File: config.mk
export PLATFORM = sky130hd
export DESIGN_NAME = rif_port_arbiter
export DESIGN_NICKNAME = d
export VERILOG_FILES = /design/src/rtl/rif_arb_pkg.sv /design/src/rtl/rr_arbiter2.sv /design/src/rtl/rif_port_arbiter.sv
export SDC_FILE = /design/constraint.sdc
export NUM_CORES = 1
export LEC_CHECK = 0
export ABC_CLOCK_PERIOD_IN_PS = 2450
export CORE_UTILIZATION = 42
export CTS_CLUSTER_DIAMETER = 80
export DETAILED_ROUTE_END_ITERATION = 12
export PLACE_DENSITY = 0.87
export SLEW_MARGIN = 20
export SYNTH_ARGS = -nofsm -noshare
export SYNTH_HDL_FRONTEND = slang
export SYNTH_SLANG_ARGS = --single-unit
File: constraint.sdc
create_clock -name aclk -period 2.45 [get_ports aclk]
set_input_delay 0.49 -clock aclk [delete_from_list [all_inputs] [get_ports aclk]]
set_output_delay 0.49 -clock aclk [all_outputs]
set_load 0.005 [all_outputs]
File: src/rtl/rif_arb_pkg.sv
// rif_arb_pkg: shared definitions for the RIF port arbiter.
//   NUM_REQ     - number of requesters sharing the RIF port
//   arb_state_t - arbiter FSM state encoding
package rif_arb_pkg;

    localparam int unsigned NUM_REQ = 2;

    typedef enum logic [1:0] {
        IDLE,
        ISSUE,
        RESP
    } arb_state_t;

endpackage

File: src/rtl/rr_arbiter2.sv
// rr_arbiter2: two-input round-robin grant logic.
// Ports:
//   aclk, aresetn - clock, async active-low reset
//   req           - request vector, one bit per requester
//   upd_en        - record upd_idx as the most recent grant
//   upd_idx       - index of the requester just served
//   grant         - one-hot combinational grant (0 when no request)
//   grant_idx     - index form of grant
module rr_arbiter2
    import rif_arb_pkg::*;
(
    input  logic               aclk,
    input  logic               aresetn,
    input  logic [NUM_REQ-1:0] req,
    input  logic               upd_en,
    input  logic               upd_idx,
    output logic [NUM_REQ-1:0] grant,
    output logic               grant_idx
);

    logic last_grant;

    // Reset to 1 so requester 0 wins the first tie.
    always_ff @(posedge aclk or negedge aresetn) begin
        if (!aresetn) begin
            last_grant <= 1'b1;
        end else if (upd_en) begin
            last_grant <= upd_idx;
        end
    end

    always_comb begin
        grant     = '0;
        grant_idx = 1'b0;
        case (req)
            2'b01: begin
                grant     = 2'b01;
                grant_idx = 1'b0;
            end
            2'b10: begin
                grant     = 2'b10;
                grant_idx = 1'b1;
            end
            2'b11: begin
                grant_idx = ~last_grant;
                grant     = last_grant ? 2'b01 : 2'b10;
            end
            default: begin
                grant     = '0;
                grant_idx = 1'b0;
            end
        endcase
    end

endmodule

File: src/rtl/rif_port_arbiter.sv
// rif_port_arbiter: shares one single-port RIF between two requesters.
// One transaction at a time: IDLE (accept) -> ISSUE (one RIF cycle) -> RESP
// (hold response until the granted requester consumes it).
// Ports:
//   aclk, aresetn                        - clock, async active-low reset
//   req_valid/write/addr/wdata/wstrb     - per-requester request inputs
//   req_ready                            - one-hot accept, IDLE only
//   rsp_valid, rsp_ready                 - per-requester response handshake
//   rsp_rdata, rsp_err                   - shared response payload
//   rif_addr/wr_req/rd_req/wstrb/wdata   - RIF request side
//   rif_wvalid/rvalid/rdata              - RIF hit flags and read data
// Optional feature: define RIF_ARB_STATS_EN to add saturating 16-bit
// per-requester accept counters grant_cnt0 / grant_cnt1.
module rif_port_arbiter
    import rif_arb_pkg::*;
#(
    parameter int AXI_ADDR_WIDTH = 12,
    parameter int AXI_DATA_WIDTH = 32,
    parameter int AXI_BYTE_COUNT = AXI_DATA_WIDTH / 8
) (
    input  logic                                    aclk,
    input  logic                                    aresetn,
    input  logic [NUM_REQ-1:0]                      req_valid,
    input  logic [NUM_REQ-1:0]                      req_write,
    input  logic [NUM_REQ-1:0][AXI_ADDR_WIDTH-1:0]  req_addr,
    input  logic [NUM_REQ-1:0][AXI_DATA_WIDTH-1:0]  req_wdata,
    input  logic [NUM_REQ-1:0][AXI_BYTE_COUNT-1:0]  req_wstrb,
    output logic [NUM_REQ-1:0]                      req_ready,
    output logic [NUM_REQ-1:0]                      rsp_valid,
    output logic [AXI_DATA_WIDTH-1:0]               rsp_rdata,
    output logic                                    rsp_err,
    input  logic [NUM_REQ-1:0]                      rsp_ready,
    output logic [AXI_ADDR_WIDTH-1:0]               rif_addr,
    output logic                                    rif_wr_req,
    output logic                                    rif_rd_req,
    output logic [AXI_BYTE_COUNT-1:0]               rif_wstrb,
    output logic [AXI_DATA_WIDTH-1:0]               rif_wdata,
    input  logic                                    rif_wvalid,
    input  logic                                    rif_rvalid,
    input  logic [AXI_DATA_WIDTH-1:0]               rif_rdata
`ifdef RIF_ARB_STATS_EN
    ,
    output logic [15:0]                             grant_cnt0,
    output logic [15:0]                             grant_cnt1
`endif
);

    arb_state_t         state;
    logic [NUM_REQ-1:0] arb_grant;
    logic               arb_idx;
    logic               gnt_idx;
    logic               wr_flag;
    logic               accept;

    rr_arbiter2 u_rr (
        .aclk      (aclk),
        .aresetn   (aresetn),
        .req       (req_valid),
        .upd_en    (state == ISSUE),
        .upd_idx   (gnt_idx),
        .grant     (arb_grant),
        .grant_idx (arb_idx)
    );

    always_comb begin
        req_ready = '0;
        if (state == IDLE) begin
            req_ready = arb_grant;
        end
    end

    assign accept = (state == IDLE) && (|req_valid);

    // rif_addr/wdata/wstrb double as the request latches, so they naturally
    // hold the last accepted values outside ISSUE.
    always_ff @(posedge aclk or negedge aresetn) begin
        if (!aresetn) begin
            state      <= IDLE;
            gnt_idx    <= 1'b0;
            wr_flag    <= 1'b0;
            rif_addr   <= '0;
            rif_wdata  <= '0;
            rif_wstrb  <= '0;
            rif_wr_req <= 1'b0;
            rif_rd_req <= 1'b0;
            rsp_valid  <= '0;
            rsp_rdata  <= '0;
            rsp_err    <= 1'b0;
        end else begin
            case (state)
                IDLE: begin
                    if (accept) begin
                        rif_addr   <= req_addr[arb_idx];
                        rif_wdata  <= req_wdata[arb_idx];
                        rif_wstrb  <= req_wstrb[arb_idx];
                        wr_flag    <= req_write[arb_idx];
                        gnt_idx    <= arb_idx;
                        rif_wr_req <= req_write[arb_idx];
                        rif_rd_req <= ~req_write[arb_idx];
                        state      <= ISSUE;
                    end
                end
                ISSUE: begin
                    rif_wr_req <= 1'b0;
                    rif_rd_req <= 1'b0;
                    rsp_rdata  <= wr_flag ? '0 : rif_rdata;
                    rsp_err    <= wr_flag ? ~rif_wvalid : ~rif_rvalid;
                    rsp_valid  <= gnt_idx ? 2'b10 : 2'b01;
                    state      <= RESP;
                end
                RESP: begin
                    if (rsp_ready[gnt_idx]) begin
                        rsp_valid <= '0;
                        state     <= IDLE;
                    end
                end
                default: begin
                    state <= IDLE;
                end
            endcase
        end
    end

`ifdef RIF_ARB_STATS_EN
    always_ff @(posedge aclk or negedge aresetn) begin
        if (!aresetn) begin
            grant_cnt0 <= '0;
            grant_cnt1 <= '0;
        end else if (accept) begin
            if (!arb_idx && grant_cnt0 != '1) begin
                grant_cnt0 <= grant_cnt0 + 16'd1;
            end
            if (arb_idx && grant_cnt1 != '1) begin
                grant_cnt1 <= grant_cnt1 + 16'd1;
            end
        end
    end
`endif

endmodule

Yosys cells after proc, flatten, opt, wreduce, memory -nomap -nowiden:

Cells that the tools add are included.

* muxes and demuxes: 25
* reductions and logical operators: 9
* bitwise gates (word level): 4
* order comparisons: 2
* eq/ne operators: 7

Operators with widths (count)
* $mux 32: 3
* $mux 12: 2
* $pmux 2 s3: 2
* $mux 2: 5
* $mux 4: 2
* $reduce_and 2->1: 4
* $mux 1: 7
* $eq 2x2->1 const B: 3
* $pmux 1 s2: 3
* $eq 2x1->1 const B: 2
* $lt 1x2->1 const B: 2
* $ne 2x2->1 const B: 2
* $not 1->1: 4
* $pmux 2 s2: 1
* $reduce_bool 2->1: 2
* $logic_not 2->1: 1
* $reduce_or 2->1: 1
* $logic_and 1x1->1: 1

* word-level logic and storage cells: 59
* output and inout port bits: 87
* bits of input ports: 138
* register bits after elaboration: 90

Depth between registers and ports, before layout:

Gate-level depths: netlist (run 1).

* word-level depth: 7
* gate-level depth with buffers: 6
* depth with buffers taken out: 5

Cells and area by module:

Synthesis (run 1) repeated with hierarchy kept, for this count alone.

* cells, all modules: 340
* area total of the unflattened synthesis: 4097.7 µm²

Modules (own cells, without submodules)
* rif_port_arbiter: cells an instance 333, instances 1, area an instance 4028.9 µm²
* rr_arbiter2: cells an instance 7, instances 1, area an instance 68.8 µm²

Worst setup path before layout (run 1):

Ideal clock, no wire load.

* kind: in2out
* start: in req_valid[1]
* end: out req_ready[1]
* arrival: 1.051 ns
* cell stages on the path: 4
* path slack: 0.909 ns
* cell sequence: a21boi_2 -> buf_6 -> buf_6 -> and2_1

* longest elaborated chain between the ends: 3

RTL lines
* start: declaration: RTL line rif_port_arbiter.sv:23 `input logic [NUM_REQ-1:0] req_valid,`
* $eq 2x2->1 / $eq 2x1->1 (equally long branches): RTL line rr_arbiter2.sv:35 `case (req)`
* $pmux 2 s3 (*): RTL line rr_arbiter2.sv:35
* $mux 2 (*): RTL line rif_port_arbiter.sv:67 `if (state == IDLE) begin`
* end: declaration: RTL line rif_port_arbiter.sv:28 `output logic [NUM_REQ-1:0] req_ready,`

Mark *: on every way between the ends. The rest lies on a longest branch, timed or not.

Final worst setup path (run 1):

Ends and elaborated chain as after synthesis.

==> flow_results.xml, run 1 <==
<?xml version="1.0" encoding="UTF-8"?>
<metrics>
  <group name="clock_network">
    <metric name="ctsHtreeMaxLevel" unit="">3</metric>
    <metric name="clock_buffers_created_by_tritoncts" unit="">9</metric>
    <metric name="cts_resized" unit="">0</metric>
    <metric name="worst_skew_pair.late_latency" unit="ns">0.34</metric>
    <metric name="cell_at_the_root_of_the_clock_tree" unit="">sky130_fd_sc_hd__clkbuf_8</metric>
    <metric name="cts.hold.buffers_added" unit="">0</metric>
    <metric name="tritoncts" unit="">done</metric>
    <metric name="post-cts-setup-buffer-count" unit="">0</metric>
    <metric name="max-clock-path-buffers" unit="">2</metric>
    <metric name="cts_sink_count" unit="">90</metric>
    <metric name="clk_pin_slew" unit="ns">0.09</metric>
  </group>
  <group name="synthesis">
    <metric name="synth_xor_area_share" unit="%">0</metric>
    <metric name="synthesis.area" unit="um^2">4013</metric>
    <metric name="synth_fp_nets" unit="">533</metric>
    <metric name="yosysWarningCount" unit="">0</metric>
    <metric name="yosysUniqueCellTypes" unit="">26</metric>
    <metric name="post_synth_inst_count" unit="">395</metric>
    <metric name="ys_async_sr_fraction" unit="%">100.0</metric>
    <metric name="synth_edf_count" unit="">0</metric>
    <metric name="synth_top_family_by_area" unit="">simple AND/OR/NAND/NOR gates</metric>
    <metric name="post_synth_fa_ha_maj_area_fraction" unit="%">0</metric>
    <metric name="synth-simple-area-share" unit="%">14.16</metric>
    <metric name="flops_latches_synth" unit="">90</metric>
    <metric name="postSynthAreaPerCell" unit="um^2">10.16</metric>
    <metric name="synth_compound_area_share" unit="%">12.41</metric>
    <metric name="synthMuxAreaShare" unit="%">12.78</metric>
    <metric name="synth_sequential_area_ratio" unit="%">56.16</metric>
    <metric name="synthFlopType" unit="">sky130_fd_sc_hd__dfrtp_1</metric>
  </group>
  <group name="worst_setup_path">
    <metric name="critPathSlowestCell" unit="">sky130_fd_sc_hd__clkdlybuf4s50_1</metric>
    <metric name="cp_top_family" unit="">buffers and inverters</metric>
    <metric name="critPathBufInv" unit="">2</metric>
    <metric name="endpoint_kind" unit="">output port</metric>
    <metric name="cp.arrival" unit="ns">1.85</metric>
    <metric name="worst_path_most_repeated_cell" unit="">sky130_fd_sc_hd__clkdlybuf4s50_1</metric>
    <metric name="ff2ff_path_depth" unit="">3</metric>
    <metric name="crit_required" unit="ns">1.96</metric>
    <metric name="cp_cell_sequence" unit="">clkdlybuf4s50_1 &gt; a21boi_4 &gt; and2_1 &gt; clkdlybuf4s50_1</metric>
    <metric name="critical_path_class" unit="">primary input to output port</metric>
    <metric name="worst_path_maximum_fanout" unit="">2</metric>
    <metric name="r2r_setup_slack" unit="ns">0.70</metric>
    <metric name="critPathMaxStageDelay" unit="ns">0.53</metric>
    <metric name="rr_endpoint" unit="">rif_rd_req</metric>
    <metric name="setup.worst_path.start_class" unit="">primary input</metric>
    <metric name="timing.rr.start" unit="">state[1]</metric>
  </group>
  <group name="layout">
    <metric name="multi_input_area" unit="um^2">1600</metric>
    <metric name="regArea" unit="um^2">2253</metric>
    <metric name="most-common-layout-cells" unit="">sky130_fd_sc_hd__clkdlybuf4s50_1 (223), sky130_fd_sc_hd__nand2_1 (89), sky130_fd_sc_hd__dfrtp_1 (89), sky130_fd_sc_hd__o21ai_0 (83), sky130_fd_sc_hd__mux2i_1 (49)</metric>
    <metric name="number_of_filler_instances_in_the_final_layout" unit="">685</metric>
    <metric name="layout.cells.most_common" unit="">sky130_fd_sc_hd__clkdlybuf4s50_1</metric>
    <metric name="area_delta_synth_final" unit="%">63.83</metric>
    <metric name="insertedDiodeCount" unit="">0</metric>
    <metric name="finish.net_count" unit="">750</metric>
    <metric name="fraction_of_layout_cells_with_a_size_suffix_above_1" unit="%">5.186</metric>
  </group>
  <group name="die">
    <metric name="num_rows" unit="">35</metric>
    <metric name="core_region_area" unit="um^2">9240</metric>
    <metric name="die-width" unit="um">99.75</metric>
    <metric name="initial_utilization" unit="%">43.43</metric>
    <metric name="io-pin-count" unit="">225</metric>
    <metric name="fp.dieArea" unit="um^2">9949</metric>
    <metric name="chipHeight" unit="um">99.75</metric>
  </group>
  <group name="pwr">
    <metric name="power_density" unit="nW/um^2">1041</metric>
    <metric name="ir_worst_vdd" unit="V">0.0005064</metric>
    <metric name="p_leak" unit="nW">2.829</metric>
    <metric name="combinationalPowerShare" unit="%">46.5</metric>
    <metric name="pwr-share-seq" unit="%">38.5</metric>
    <metric name="switching_share" unit="%">33.31</metric>
    <metric name="pwr-share-clk" unit="%">15.0</metric>
    <metric name="power.internal" unit="mW">4.564</metric>
    <metric name="power_switching" unit="mW">2.280</metric>
  </group>
  <group name="sta">
    <metric name="slew_violations" unit="">0</metric>
    <metric name="worst_slew_margin_rel" unit="%">43.86</metric>
    <metric name="timing.final.setup_violations" unit="">0</metric>
    <metric name="period_utilization_post_route" unit="%">95.42</metric>
    <metric name="worst_slew_pin_slew" unit="ns">0.8421</metric>
    <metric name="hold_viol" unit="">0</metric>
    <metric name="rsz0062_at_grt" unit="">no</metric>
    <metric name="worst_slack" unit="ns">0.1122</metric>
    <metric name="setup_total_negative_slack" unit="ns">0</metric>
    <metric name="fin_worst_skew" unit="ns">0.009647</metric>
    <metric name="period_needed" unit="ns">2.338</metric>
    <metric name="maxClockFrequency" unit="MHz">427.7</metric>
  </group>
  <group name="global_routing">
    <metric name="initial_antenna_violation_count" unit="">0</metric>
    <metric name="global_route.overflow_total" unit="">0</metric>
    <metric name="first_global_vias" unit="">3612</metric>
    <metric name="pin_count_of_the_biggest_net_entering_global_routing" unit="">83</metric>
    <metric name="grt_pass1_wl" unit="um">17460</metric>
    <metric name="grt_overall_usage" unit="%">22.58</metric>
  </group>
  <group name="placement">
    <metric name="routabilityCongestion" unit="">0.8152</metric>
    <metric name="hpwl" unit="um">8523</metric>
    <metric name="port_buffers" unit="">224</metric>
    <metric name="detailedPlace.worstSlack" unit="ns">0.09210</metric>
  </group>
  <group name="drt">
    <metric name="wirelength" unit="um">11000</metric>
    <metric name="first_iter_violations" unit="">61</metric>
    <metric name="drt_pass1_iterations" unit="">4</metric>
    <metric name="routed_via_density" unit="">4.718</metric>
    <metric name="drt_drc_violations_left" unit="">0</metric>
    <metric name="routedWlPerCell" unit="um">14.74</metric>
    <metric name="ant_nets" unit="">0</metric>
    <metric name="vias" unit="">3520</metric>
  </group>
  <group name="flow_run">
    <metric name="max_cap_violations" unit="">0</metric>
  </group>
  <group name="status">
    <metric name="run_status" unit="">finished, final reports clean</metric>
  </group>
  <group name="hold_path">
    <metric name="min_path_type" unit="">primary input to async pin</metric>
  </group>
</metrics>
## synthesized netlist by cell type, types with 2 or more instances
cell type	instances	area [um^2]
sky130_fd_sc_hd__a21oi_1	3	15.01
sky130_fd_sc_hd__buf_2	9	45.04
sky130_fd_sc_hd__buf_4	8	60.06
sky130_fd_sc_hd__buf_6	2	22.52
sky130_fd_sc_hd__clkbuf_1	6	22.52
sky130_fd_sc_hd__clkbuf_2	3	15.01
sky130_fd_sc_hd__dfrtp_1	89	2227
sky130_fd_sc_hd__inv_1	4	15.01
sky130_fd_sc_hd__mux2_2	2	22.52
sky130_fd_sc_hd__mux2i_1	49	490.5
sky130_fd_sc_hd__nand2_1	89	334.1
sky130_fd_sc_hd__nand2b_1	33	206.5
sky130_fd_sc_hd__nor2b_1	2	12.51
sky130_fd_sc_hd__o21ai_0	84	420.4
## layer usage
metal	vias to the layer above	wire length, um	GRT usage (%)
met4	0	203	8.032
met3	19	793	5.833
met2	135	5707	40.69
met5	-	0	0
li1	1753	-	-
met1	1613	4293	25.77
## through the flow
step / hold slack (ns) / instance area [um^2] / utilization [%] / power, mW / std cells
floorplan: 0.1944 / 4013 / - / 3.970 / 395
global placement: 0.4095 / 6370 / 68.94 / 5.731 / 730
detailed placement: 0.4117 / 6370 / 68.94 / 5.880 / 730
CTS: 0.02641 / 6574 / 71.14 / 6.926 / 746
global route: 0.02766 / 6574 / 71.14 / 7.362 / 746
finish: 0.02781 / 6574 / 71.14 / 6.844 / 746
## logic make-up (layout without fill, tap and decap cells)
group,Yosys count,count (layout)
buffers and inverters,32,254
AO/OA/AOI/OAI,95,95
multiplexers,51,51
AND/OR/NAND/NOR,127,127
flip-flops,90,90
## worst max path at each step
stage,end,cells after the start,from,slack [ns]
2_1_floorplan,req_ready[1],4,req_valid[1],0.91
3_5_place_dp,req_ready[1],4,req_valid[1],0.09
6_report,req_ready[1],4,req_valid[1],0.11
3_3_place_gp,req_ready[1],4,req_valid[1],0.11
4_1_cts,req_ready[1],4,req_valid[1],0.09
5_1_grt,req_ready[1],4,req_valid[1],0.04
## worst reg2reg max path, stage by stage (launching register included)
cell                       delay (ns)
sky130_fd_sc_hd__dfrtp_1         0.45
sky130_fd_sc_hd__nand2b_2        0.66
sky130_fd_sc_hd__buf_4           0.38
sky130_fd_sc_hd__a21boi_1        0.19
## power groups by stage
stage,clock network (mW),registers [mW],logic [mW]
2_1_floorplan,0,2.64,1.33
3_3_place_gp,0,2.62,3.11
3_5_place_dp,0,2.67,3.22
4_1_cts,1.05,2.64,3.23
5_1_grt,1.12,2.74,3.50
6_report,1.02,2.64,3.18
## flip-flops by register name (all words and copies together) (netlist names)
register,flops
gnt_idx,1
rif_wdata,32
rsp_err,1
u_rr.last_grant,1
rif_rd_req,1
rif_wr_req,1
state,2
rsp_rdata,32
rsp_valid,2
rif_wstrb,4
wr_flag,1
rif_addr,12
## final cells by class
class / count / area share, %
Inverter: 4 / 0.2284
Timing Repair Buffer: 234 / 35.59
Multi-Input combinational cell: 273 / 24.34
Tap cell: 129 / 2.455
Clock buffer: 11 / 2.151
Sequential cell: 90 / 34.28
Clock inverter: 5 / 0.9517
Power figures use the tool's default switching activity.
==> inputs of run 2 (changes only) <==
--- a/config.mk
+++ b/config.mk
@@ -9,7 +9,9 @@
 export CORE_UTILIZATION = 42
 export CTS_CLUSTER_DIAMETER = 80
 export DETAILED_ROUTE_END_ITERATION = 12
+export GPL_TIMING_DRIVEN = 0
 export PLACE_DENSITY = 0.87
+export SKIP_CTS_REPAIR_TIMING = 1
 export SLEW_MARGIN = 20
 export SYNTH_ARGS = -nofsm -noshare
 export SYNTH_HDL_FRONTEND = slang
==> run 2 against run 1 <==
Compared with the run above:
- worst setup slack gained 0.040 ns
- total power is 2.0% higher
- sequential power fell by 2%
- first-iteration DRC count rose by 9.8%
- sequential share of layout area is 0.28 points lower
- via count is 5.9% higher
- fmax is 1.7% higher
==> flow_results.xml, run 2 (synthesis results as in run 1) <==
<?xml version="1.0" encoding="UTF-8"?>
<metrics>
  <group name="sta">
    <metric name="hold_viol" unit="">0</metric>
    <metric name="worst_slew_pin_slew" unit="ns">0.6013</metric>
    <metric name="rsz0062_at_grt" unit="">no</metric>
    <metric name="fin_worst_skew" unit="ns">0.01015</metric>
    <metric name="worst_slack" unit="ns">0.1519</metric>
    <metric name="timing.final.setup_violations" unit="">0</metric>
    <metric name="worst_slew_margin_rel" unit="%">59.91</metric>
    <metric name="period_needed" unit="ns">2.298</metric>
    <metric name="period_utilization_post_route" unit="%">93.80</metric>
    <metric name="maxClockFrequency" unit="MHz">435.2</metric>
    <metric name="slew_violations" unit="">0</metric>
  </group>
  <group name="layout">
    <metric name="multi_input_area" unit="um^2">1579</metric>
    <metric name="layout.cells.non_filler" unit="">765</metric>
    <metric name="most-common-layout-cells" unit="">sky130_fd_sc_hd__clkdlybuf4s50_1 (222), sky130_fd_sc_hd__nand2_1 (89), sky130_fd_sc_hd__dfrtp_1 (89), sky130_fd_sc_hd__o21ai_0 (84), sky130_fd_sc_hd__mux2i_1 (49)</metric>
    <metric name="regArea" unit="um^2">2253</metric>
    <metric name="finish.net_count" unit="">769</metric>
    <metric name="layout.core_utilization" unit="%">71.74</metric>
    <metric name="area_delta_synth_final" unit="%">65.20</metric>
    <metric name="insertedDiodeCount" unit="">0</metric>
    <metric name="design_area" unit="um^2">6629</metric>
    <metric name="biggestRegsByFlops" unit="">rif_wdata x32, rsp_rdata x32, rif_addr x12</metric>
    <metric name="layout.cells.most_common" unit="">sky130_fd_sc_hd__clkdlybuf4s50_1</metric>
    <metric name="number_of_filler_instances_in_the_final_layout" unit="">708</metric>
    <metric name="fraction_of_layout_cells_with_a_size_suffix_above_1" unit="%">6.918</metric>
  </group>
  <group name="global_routing">
    <metric name="grt_pass1_wl" unit="um">18530</metric>
    <metric name="pin_count_of_the_biggest_net_entering_global_routing" unit="">48</metric>
    <metric name="first_global_vias" unit="">3834</metric>
    <metric name="initial_antenna_violation_count" unit="">0</metric>
    <metric name="grt_overall_usage" unit="%">24.10</metric>
    <metric name="global_route.overflow_total" unit="">0</metric>
  </group>
  <group name="clock_network">
    <metric name="max-clock-path-buffers" unit="">2</metric>
    <metric name="cell_at_the_root_of_the_clock_tree" unit="">sky130_fd_sc_hd__clkbuf_8</metric>
    <metric name="worst_skew_pair.late_latency" unit="ns">0.35</metric>
    <metric name="ctsHtreeMaxLevel" unit="">3</metric>
    <metric name="tritoncts" unit="">done</metric>
    <metric name="clk_pin_slew" unit="ns">0.09</metric>
    <metric name="clock_buffers_created_by_tritoncts" unit="">9</metric>
    <metric name="cts_sink_count" unit="">90</metric>
  </group>
  <group name="placement">
    <metric name="hpwl" unit="um">9336</metric>
    <metric name="place.detailed.instances" unit="">749</metric>
    <metric name="detailedPlace.worstSlack" unit="ns">-0.2376</metric>
    <metric name="port_buffers" unit="">224</metric>
    <metric name="routabilityCongestion" unit="">0.8069</metric>
    <metric name="dpl-instance-area" unit="um^2">6434</metric>
  </group>
  <group name="die">
    <metric name="core_region_area" unit="um^2">9240</metric>
    <metric name="io-pin-count" unit="">225</metric>
    <metric name="num_rows" unit="">35</metric>
    <metric name="die-width" unit="um">99.75</metric>
    <metric name="initial_utilization" unit="%">43.43</metric>
    <metric name="fp.dieArea" unit="um^2">9949</metric>
    <metric name="chipHeight" unit="um">99.75</metric>
  </group>
  <group name="hold_path">
    <metric name="min_path_type" unit="">primary input to async pin</metric>
  </group>
  <group name="flow_run">
    <metric name="max_cap_violations" unit="">0</metric>
  </group>
  <group name="pwr">
    <metric name="power.internal" unit="mW">4.599</metric>
    <metric name="pwr-share-clk" unit="%">14.3</metric>
    <metric name="p_leak" unit="nW">2.886</metric>
    <metric name="power_density" unit="nW/um^2">1053</metric>
    <metric name="combinationalPowerShare" unit="%">48.7</metric>
    <metric name="pwr-share-seq" unit="%">37.0</metric>
    <metric name="switching_share" unit="%">34.11</metric>
    <metric name="ir_worst_vdd" unit="V">0.0005699</metric>
    <metric name="power_switching" unit="mW">2.380</metric>
  </group>
  <group name="drt">
    <metric name="routed_via_density" unit="">4.875</metric>
    <metric name="routedWlPerCell" unit="um">15.34</metric>
    <metric name="ant_nets" unit="">0</metric>
    <metric name="vias" unit="">3729</metric>
    <metric name="wirelength" unit="um">11730</metric>
    <metric name="drt_drc_violations_left" unit="">0</metric>
    <metric name="first_iter_violations" unit="">67</metric>
    <metric name="drt_pass1_iterations" unit="">4</metric>
  </group>
  <group name="worst_setup_path">
    <metric name="timing.rr.start" unit="">state[1]</metric>
    <metric name="crit_required" unit="ns">1.96</metric>
    <metric name="worst_path_maximum_fanout" unit="">10</metric>
    <metric name="critPathSlowestCell" unit="">sky130_fd_sc_hd__clkdlybuf4s50_1</metric>
    <metric name="critPathBufInv" unit="">4</metric>
    <metric name="cp.arrival" unit="ns">1.81</metric>
    <metric name="setup.worst_path.start_class" unit="">primary input</metric>
    <metric name="worst_path_most_repeated_cell" unit="">sky130_fd_sc_hd__buf_6</metric>
    <metric name="worstSetupStartpoint" unit="">req_valid[1]</metric>
    <metric name="critical_path_class" unit="">primary input to output port</metric>
    <metric name="critPathMaxStageDelay" unit="ns">0.49</metric>
    <metric name="cp_top_family" unit="">buffers and inverters</metric>
    <metric name="cp_cell_sequence" unit="">clkdlybuf4s50_1 &gt; a21boi_2 &gt; buf_6 &gt; buf_6 &gt; and2_1 &gt; dlymetal6s2s_1</metric>
    <metric name="endpoint_kind" unit="">output port</metric>
  </group>
  <group name="status">
    <metric name="run_status" unit="">finished, final reports clean</metric>
  </group>
</metrics>
[run 2: worst reg2reg max path, delay by kind of cell (launching register included)]
kind | cells | cell delay (ns)
buffers and inverters | 2 | 0.37
flip-flops | 1 | 0.46
AND/OR/NAND/NOR | 1 | 0.17
AO/OA/AOI/OAI | 2 | 0.37
[run 2: power groups by stage]
stage / sequential, mW / clock, mW / combinational (mW)
after floorplan: 2.64 / 0 / 1.33
after global placement: 2.58 / 0 / 3.32
after detailed placement: 2.61 / 0 / 3.43
after CTS: 2.59 / 1.02 / 3.44
after global routing: 2.67 / 1.09 / 3.75
final: 2.59 / 0.995 / 3.40
[run 2: final cells by class]
type / count / area share (%)
timing repair buffer: 225 / 34.13
sequential: 90 / 33.99
multi-input combinational: 273 / 23.82
buffer: 28 / 2.491
tap: 129 / 2.435
clock buffer: 9 / 1.869
clock inverter: 7 / 1.038
inverter: 4 / 0.2265
[run 2: path summary, 6_finish.rpt]
check | end | slack (ns) | cells past startpoint
setup / recovery | req_ready[1] | 0.15 | 6
hold / removal | rif_wdata[0] | 0.13 | 1
setup reg to reg | rif_wdata[14] | 0.99 | 5
hold reg to reg | rif_addr[6] | 0.49 | 2
max in group asynchronous | u_rr.last_grant | 1.60 | 2
min in group aclk | rif_addr[6] | 0.49 | 2
[run 2: layer usage]
layer,up-vias,track usage (%),part of all wire [%]
met1,1772,27.75,40
met3,10,6.746,7.6
met2,153,43.66,52
li1,1794,-,-
met4,0,6.674,0.95
met5,-,0,0
[run 2: stage by stage]
stage / hold slack, ns / TNS, ns / power (mW)
2_1_floorplan: 0.1944 / 0 / 3.970
3_3_place_gp: 0.4607 / -198.47 / 5.892
3_5_place_dp: 0.4696 / -0.2376 / 6.047
4_1_cts: 0.1467 / -0.2385 / 7.047
5_1_grt: 0.1738 / 0 / 7.509
6_report: 0.1330 / 0 / 6.979
